<file path="config.mk">
export PLATFORM = sky130hd
export DESIGN_NAME = alu_cmd_sequencer
export DESIGN_NICKNAME = d
export VERILOG_FILES = /design/src/rtl/alu_pkg.sv /design/src/rtl/alu_cmd_fifo.sv /design/src/rtl/alu_cmd_sequencer.sv
export SDC_FILE = /design/constraint.sdc
export NUM_CORES = 1
export LEC_CHECK = 0
export CAP_MARGIN = 20
export CORE_MARGIN = 2
export CORE_UTILIZATION = 35
export DETAILED_ROUTE_END_ITERATION = 8
export PLACE_DENSITY_LB_ADDON = 0.25
export SLEW_MARGIN = 0
export SYNTH_ARGS = -nofsm -noshare
export SYNTH_HDL_FRONTEND = slang
export SYNTH_HIERARCHICAL = 1
export SYNTH_SLANG_ARGS = --single-unit
</file>
<file path="constraint.sdc">
create_clock -name CLK -period 2.3 [get_ports CLK]
set_input_delay 0.46 -clock CLK [delete_from_list [all_inputs] [get_ports CLK]]
set_output_delay 0.46 -clock CLK [all_outputs]
set_load 0.01 [all_outputs]
</file>
<file path="src/rtl/alu_pkg.sv">
// -----------------------------------------------------------------------------
// alu_pkg
//   Shared definitions for the ALU command sequencer slice.
//   - UNIT_*  : decode of fun[3:2] into the ALU unit whose flag/result is used
//   - S_*     : sequencer FSM state encodings
//   - FUN_W / cmd_width() : command word layout {fun, a, b}
// -----------------------------------------------------------------------------
package alu_pkg;

    localparam logic [1:0] UNIT_ARITH = 2'b00;
    localparam logic [1:0] UNIT_LOGIC = 2'b01;
    localparam logic [1:0] UNIT_CMP   = 2'b10;
    localparam logic [1:0] UNIT_SHIFT = 2'b11;

    localparam logic [1:0] S_IDLE  = 2'd0;
    localparam logic [1:0] S_ISSUE = 2'd1;
    localparam logic [1:0] S_WAIT  = 2'd2;
    localparam logic [1:0] S_HOLD  = 2'd3;

    localparam int unsigned FUN_W = 4;

    // Command word is {fun, a, b}: fun in the top FUN_W bits, b in the LSBs.
    function automatic int unsigned cmd_width(input int unsigned in_w);
        return FUN_W + 2 * in_w;
    endfunction

endpackage

</file>
<file path="src/rtl/alu_cmd_fifo.sv">
// -----------------------------------------------------------------------------
// alu_cmd_fifo
//   Synchronous FIFO holding queued ALU commands.
//   Parameters: WIDTH (entry width), DEPTH (entries, power of 2, >= 2).
//   Ports:
//     clk   in  1      clock, rising edge
//     rst_n in  1      async reset, active-low (empties the FIFO)
//     push  in  1      write din (ignored when full)
//     pop   in  1      drop head entry (ignored when empty)
//     din   in  WIDTH  write data
//     dout  out WIDTH  head entry (valid while !empty)
//     full  out 1      DEPTH entries stored
//     empty out 1      no entries stored
// -----------------------------------------------------------------------------
module alu_cmd_fifo #(
    parameter int unsigned WIDTH = 36,
    parameter int unsigned DEPTH = 4
) (
    input  logic             clk,
    input  logic             rst_n,
    input  logic             push,
    input  logic             pop,
    input  logic [WIDTH-1:0] din,
    output logic [WIDTH-1:0] dout,
    output logic             full,
    output logic             empty
);

    localparam int unsigned AW = $clog2(DEPTH);
    localparam logic [AW:0] FULL_CNT = DEPTH[AW:0];

    logic [WIDTH-1:0] r_mem [DEPTH];
    logic [AW-1:0]    r_wr_ptr;
    logic [AW-1:0]    r_rd_ptr;
    logic [AW:0]      r_count;
    logic             w_do_push;
    logic             w_do_pop;

    assign full      = (r_count == FULL_CNT);
    assign empty     = (r_count == '0);
    assign w_do_push = push && !full;
    assign w_do_pop  = pop && !empty;
    assign dout      = r_mem[r_rd_ptr];

    // Storage carries no reset; only the pointers/count define validity.
    always_ff @(posedge clk) begin
        if (w_do_push) begin
            r_mem[r_wr_ptr] <= din;
        end
    end

    // Pointers are AW bits wide, so DEPTH being a power of 2 gives the wrap.
    always_ff @(posedge clk or negedge rst_n) begin
        if (!rst_n) begin
            r_wr_ptr <= '0;
            r_rd_ptr <= '0;
            r_count  <= '0;
        end else begin
            if (w_do_push) begin
                r_wr_ptr <= r_wr_ptr + 1'b1;
            end
            if (w_do_pop) begin
                r_rd_ptr <= r_rd_ptr + 1'b1;
            end
            case ({w_do_push, w_do_pop})
                2'b10:   r_count <= r_count + 1'b1;
                2'b01:   r_count <= r_count - 1'b1;
                default: r_count <= r_count;
            endcase
        end
    end

endmodule

</file>
<file path="src/rtl/alu_cmd_sequencer.sv">
// -----------------------------------------------------------------------------
// alu_cmd_sequencer
//   Upstream command stage for the 16-bit ALU top. Queues {fun,A,B} commands,
//   issues one at a time on registered ALU_A/ALU_B/ALU_FUN, waits for the
//   selected unit's flag (or a timeout) and returns one unified result word
//   over a valid/ready port.
//   Optional feature macro: ALU_SEQ_STATS_EN adds stat_done/stat_tmo counters.
//   Ports:
//     CLK, RST (async, active-low)
//     cmd_valid/cmd_ready, cmd_fun[3:0], cmd_a, cmd_b   command input
//     ALU_A, ALU_B, ALU_FUN                              registered ALU drive
//     Arith_OUT, Carry_Out, logic_OUT, CMP_OUT, SHIFT_OUT unit results
//     Arith_Flag, Logic_Flag, CMP_Flag, Shift_Flag        unit result flags
//     res_valid/res_ready, res_data, res_carry, res_fun, res_err  result port
//     stat_done, stat_tmo (ALU_SEQ_STATS_EN only)         saturating counters
//     busy                                                work pending
// -----------------------------------------------------------------------------
module alu_cmd_sequencer #(
    parameter int unsigned IN_WIDTH   = 16,
    parameter int unsigned RES_WIDTH  = 2 * IN_WIDTH,
    parameter int unsigned FIFO_DEPTH = 4,
    parameter int unsigned TIMEOUT    = 4
) (
    input  logic                  CLK,
    input  logic                  RST,
    input  logic                  cmd_valid,
    output logic                  cmd_ready,
    input  logic [3:0]            cmd_fun,
    input  logic [IN_WIDTH-1:0]   cmd_a,
    input  logic [IN_WIDTH-1:0]   cmd_b,
    output logic [IN_WIDTH-1:0]   ALU_A,
    output logic [IN_WIDTH-1:0]   ALU_B,
    output logic [3:0]            ALU_FUN,
    input  logic [2*IN_WIDTH-1:0] Arith_OUT,
    input  logic                  Carry_Out,
    input  logic [15:0]           logic_OUT,
    input  logic [3:0]            CMP_OUT,
    input  logic [16:0]           SHIFT_OUT,
    input  logic                  Arith_Flag,
    input  logic                  Logic_Flag,
    input  logic                  CMP_Flag,
    input  logic                  Shift_Flag,
    output logic                  res_valid,
    input  logic                  res_ready,
    output logic [RES_WIDTH-1:0]  res_data,
    output logic                  res_carry,
    output logic [3:0]            res_fun,
    output logic                  res_err,
`ifdef ALU_SEQ_STATS_EN
    output logic [15:0]           stat_done,
    output logic [15:0]           stat_tmo,
`endif
    output logic                  busy
);

    import alu_pkg::*;

    localparam int unsigned     CMD_W    = cmd_width(IN_WIDTH);
    localparam int unsigned     CNT_W    = $clog2(TIMEOUT);
    localparam logic [CNT_W-1:0] TMO_LAST = CNT_W'(TIMEOUT - 1);

    logic                 r_live;
    logic [1:0]           r_state;
    logic [CNT_W-1:0]     r_tmo_cnt;
    logic [IN_WIDTH-1:0]  r_alu_a;
    logic [IN_WIDTH-1:0]  r_alu_b;
    logic [3:0]           r_alu_fun;
    logic [RES_WIDTH-1:0] r_res_data;
    logic                 r_res_carry;
    logic [3:0]           r_res_fun;
    logic                 r_res_err;

    logic [CMD_W-1:0]     w_cmd_in;
    logic [CMD_W-1:0]     w_head;
    logic                 w_full;
    logic                 w_empty;
    logic                 w_push;
    logic                 w_pop;
    logic                 w_accept;
    logic                 w_flag;
    logic                 w_tmo;
    logic [RES_WIDTH-1:0] w_unit_res;

    assign w_cmd_in  = {cmd_fun, cmd_a, cmd_b};

    // r_live keeps cmd_ready low while in reset and through the release edge.
    assign cmd_ready = r_live && !w_full;
    assign w_push    = cmd_valid && cmd_ready;
    assign w_accept  = (r_state == S_HOLD) && res_ready;
    assign w_pop     = !w_empty && ((r_state == S_IDLE) || w_accept);
    assign w_tmo     = (r_state == S_WAIT) && !w_flag && (r_tmo_cnt == TMO_LAST);

    assign ALU_A     = r_alu_a;
    assign ALU_B     = r_alu_b;
    assign ALU_FUN   = r_alu_fun;
    assign res_valid = (r_state == S_HOLD);
    assign res_data  = r_res_data;
    assign res_carry = r_res_carry;
    assign res_fun   = r_res_fun;
    assign res_err   = r_res_err;
    assign busy      = (r_state != S_IDLE) || !w_empty;

    alu_cmd_fifo #(
        .WIDTH (CMD_W),
        .DEPTH (FIFO_DEPTH)
    ) u_fifo (
        .clk   (CLK),
        .rst_n (RST),
        .push  (w_push),
        .pop   (w_pop),
        .din   (w_cmd_in),
        .dout  (w_head),
        .full  (w_full),
        .empty (w_empty)
    );

    // Flag and result of the unit selected by the issued command; the other
    // units' flags are not looked at.
    always_comb begin
        w_flag     = 1'b0;
        w_unit_res = '0;
        case (r_alu_fun[3:2])
            UNIT_ARITH: begin
                w_flag     = Arith_Flag;
                w_unit_res = RES_WIDTH'($signed(Arith_OUT));
            end
            UNIT_LOGIC: begin
                w_flag     = Logic_Flag;
                w_unit_res = RES_WIDTH'(logic_OUT);
            end
            UNIT_CMP: begin
                w_flag     = CMP_Flag;
                w_unit_res = RES_WIDTH'(CMP_OUT);
            end
            UNIT_SHIFT: begin
                w_flag     = Shift_Flag;
                w_unit_res = RES_WIDTH'(SHIFT_OUT);
            end
        endcase
    end

    always_ff @(posedge CLK or negedge RST) begin
        if (!RST) begin
            r_live      <= 1'b0;
            r_state     <= S_IDLE;
            r_tmo_cnt   <= '0;
            r_alu_a     <= '0;
            r_alu_b     <= '0;
            r_alu_fun   <= '0;
            r_res_data  <= '0;
            r_res_carry <= 1'b0;
            r_res_fun   <= '0;
            r_res_err   <= 1'b0;
        end else begin
            r_live <= 1'b1;

            // ALU inputs only change on a pop, so they hold between commands.
            if (w_pop) begin
                r_alu_fun <= w_head[CMD_W-1 -: 4];
                r_alu_a   <= w_head[2*IN_WIDTH-1 -: IN_WIDTH];
                r_alu_b   <= w_head[IN_WIDTH-1:0];
            end

            case (r_state)
                S_IDLE: begin
                    if (!w_empty) begin
                        r_state <= S_ISSUE;
                    end
                end
                S_ISSUE: begin
                    r_state   <= S_WAIT;
                    r_tmo_cnt <= '0;
                end
                S_WAIT: begin
                    if (w_flag) begin
                        r_res_data  <= w_unit_res;
                        r_res_carry <= (r_alu_fun[3:2] == UNIT_ARITH) && Carry_Out;
                        r_res_fun   <= r_alu_fun;
                        r_res_err   <= 1'b0;
                        r_state     <= S_HOLD;
                    end else if (w_tmo) begin
                        r_res_data  <= '0;
                        r_res_carry <= 1'b0;
                        r_res_fun   <= r_alu_fun;
                        r_res_err   <= 1'b1;
                        r_state     <= S_HOLD;
                    end else begin
                        r_tmo_cnt <= r_tmo_cnt + 1'b1;
                    end
                end
                S_HOLD: begin
                    if (res_ready) begin
                        r_state <= w_empty ? S_IDLE : S_ISSUE;
                    end
                end
            endcase
        end
    end

`ifdef ALU_SEQ_STATS_EN
    logic [15:0] r_stat_done;
    logic [15:0] r_stat_tmo;

    assign stat_done = r_stat_done;
    assign stat_tmo  = r_stat_tmo;

    always_ff @(posedge CLK or negedge RST) begin
        if (!RST) begin
            r_stat_done <= '0;
            r_stat_tmo  <= '0;
        end else begin
            if (w_accept && (r_stat_done != '1)) begin
                r_stat_done <= r_stat_done + 16'd1;
            end
            if (w_tmo && (r_stat_tmo != '1)) begin
                r_stat_tmo <= r_stat_tmo + 16'd1;
            end
        end
    end
`endif

endmodule

</file>
==> out/metrics.csv <==
metric,value,unit
placed inst area,11700,sq um
Root Buffer,clkbuf_16,
crit share post-route,0.996,
DP HPWL,13500,um
CP required,2.72,ns
CTS tree,yes,
Fmax,0.437,GHz
"Seq/Total Area, Yosys",0.706,
Die Ht,166,um
Nets,861,
first-pass GRT wire length,32800,um
TritonCTS Buffers,25,
Total Wirelength,20500,um
Max-Slew Margin vs Limit,0.605,
Syn Nets,638,
Clock Skew,0.00878,ns
critical path type,reg2reg,
Final Instance Count excl. Fillers,1089,
Unique masters post-synth,41,
H-tree Lvls,1,
reg2reg path depth,12,
Post-Syn Area per Cell,17.9,sq um
worst min path class,in2async,
vias per inst,4.88,
Layout area overhead,36.3,%
most frequent cells in the layout,"clkdlybuf4s50_1 (187), edfxtp_1 (144), dfrtp_1 (84)",
Fin Setup TNS,0,ns
Port-buffer cells,190,
fin. max-slew vios,0,
worst r2r dst,u_fifo/r_count[2],
Reg area,6480,sq um
leakage power,4.60,nW
status,"finished, final reports clean",
worst skew pair latency,0.50,ns
wire per inst,18.8,um
grt ovf,0,
"commonest non-fill, non-tap cell in the layout",clkdlybuf4s50_1,
Slew @ Worst Pin,0.592,ns
GRT Total Usage,0.150,
layout cells sized above 1,0.233,
die width,166,um
n_diodes,0,
register bit count reported by yosys,230,
# rows,59,
detailed-route via count,5319,
placed insts,1039,
Ys Warns,6,
vias in the first global route,5833,
Worst-path clk slew,0.06,ns
Clock Path Buffers,3,
Synth Cell Area,9180,sq um
footprint of the multi-input gates,2560,sq um
CP Data Arrival Time,2.71,ns
final RePlAce weighted congestion,0.839,
drt pass-1 iters,4,
crit path launch type,flop,
"Design Area, Final",12500,sq um
cell count after synthesis,512,
FILL cells,2194,
antenna violations before repair,0,
minimum clock period,2.29,ns
WHS,0.432,ns
RSZ-0062 raised after global routing,yes,
Peak VDD IR,0.642,mV
endpoints failing hold,0,
CP Capture Type,flop,
worst reg2reg startpoint,u_fifo/r_count[1],
largest net degree at the start of global routing,41,
core footprint,25900,sq um
Num Clock Sinks,230,
DRC Markers,0,
largest fanout on the critical path,2,
Initial Util,0.354,
R2R setup slack,0.01,ns
Die ar.,27500,sq um
Pwr per Cell Area,1270,nW/um^2
IO Count,191,
initial drt markers,309,
MaxCap Viol Count,0,
Final ANT Viol Nets,0,
Final setup viols,0,
[through the flow]
step           power [W]  utilization  worst slack, ns
2_1_floorplan    0.00970            -           0.0408
3_3_place_gp      0.0122        0.451          -0.0355
3_5_place_dp      0.0124        0.451           -0.131
4_1_cts           0.0162        0.482         -0.00969
5_1_grt           0.0169        0.483          -0.0765
6_report          0.0159        0.483           0.0103
[power breakdown]
part	internal [W]	switching, W	total [W]
sequential	0.00546	0.000630	0.00609
clock	0.00217	0.00152	0.00369
combinational	0.00349	0.00267	0.00617
total	0.0111	0.00482	0.0159
[repair_timing]
| item | 4_1_cts | 5_1_grt |
|---|---|---|
| resized for setup | 5 | 2 |
| hold buffers | 1 | 0 |
| setup endpoints to repair | 3 | 2 |
| pin swaps | 5 | 6 |
| buffers inserted | 2 | 1 |
| endpoints found under the hold margin | 29 | 0 |
[kinds of logic after synthesis]
logic type / Yosys count / synth area share
xor+xnor: 7 / 0.00668
fa+ha+maj: 12 / 0.0172
buf+inv: 36 / 0.0211
flops: 230 / 0.706
simple gates: 71 / 0.0360
compound gates: 56 / 0.0430
mux: 99 / 0.170
other cells: 1 / 0.000409
[worst max path at each step]
stage | start | endpoint | slack [ns]
after floorplan | r_state[0] | u_fifo/r_count[2] | 0.04
after global placement | res_ready | u_fifo/r_count[2] | -0.04
after detailed placement | res_ready | u_fifo/r_count[2] | -0.13
after CTS | u_fifo/r_count[0] | u_fifo/r_count[2] | -0.01
after global routing | u_fifo/r_count[1] | u_fifo/r_count[2] | -0.08
final | u_fifo/r_count[1] | u_fifo/r_count[2] | 0.01
[worst max-delay path: stages, from the launching register on]
cell and delay, ns:
dfrtp_1 0.38, or3b_4 0.41, inv_2 0.06, nor2b_2 0.03, and2_4 0.15, and2_4 0.14, inv_4 0.05, ha_4 0.13
inv_2 0.03, fa_2 0.32, xor2_1 0.15, nor2_1 0.14, xor2_1 0.19
[metal layers]
metal,GRT usage,part of all wire
met5,0,0
met4,0.0287,0.015
met3,0.0424,0.073
met2,0.263,0.49
met1,0.187,0.42
[sequential cells by signal, summed over array words and instances, names as in the netlist]
name,flops
res_fun,4
u_fifo/r_mem,144
u_fifo/r_rd_ptr,2
res_carry,1
r_live,1
ALU_B,16
u_fifo/r_count,3
u_fifo/r_wr_ptr,2
r_state,2
res_err,1
ALU_FUN,4
ALU_A,16
r_tmo_cnt,2
res_data,32
[cells in the mapped netlist (all sizes together)]
cell type	n	share of area
a21o	1	0.00082
a21oi	4	0.0022
a22o	18	0.017
and2	3	0.0023
and3	4	0.0033
buf	21	0.015
clkbuf	5	0.0022
conb	1	0.00041
dfrtp	86	0.23
edfxtp	144	0.47
fa	1	0.0022
ha	11	0.015
inv	10	0.0041
mux2	45	0.056
mux2i	14	0.015
mux4	40	0.098
nand2	49	0.020
nand2b	1	0.00068
nand3	1	0.00054
nand3b	1	0.00082
nor2	5	0.0023
nor2b	2	0.0014
nor3	1	0.00054
nor3b	2	0.0022
o211ai	1	0.00082
o21ai	29	0.016
o221ai	1	0.0029
o22ai	1	0.0022
o31a	1	0.0011
or2	1	0.00068
or3b	1	0.0012
xnor2	3	0.0029
xor2	4	0.0038
[layout make-up]
| cell class | count | area share |
|---|---|---|
| Timing Repair Buffer | 222 | 0.179 |
| Multi-Input combinational cell | 246 | 0.205 |
| Inverter | 10 | 0.00320 |
| Clock buffer | 32 | 0.0537 |
| Tap cell | 335 | 0.0335 |
| Sequential cell | 230 | 0.518 |
| Clock inverter | 14 | 0.00760 |
Note: power is estimated with default switching activity, not from simulation.
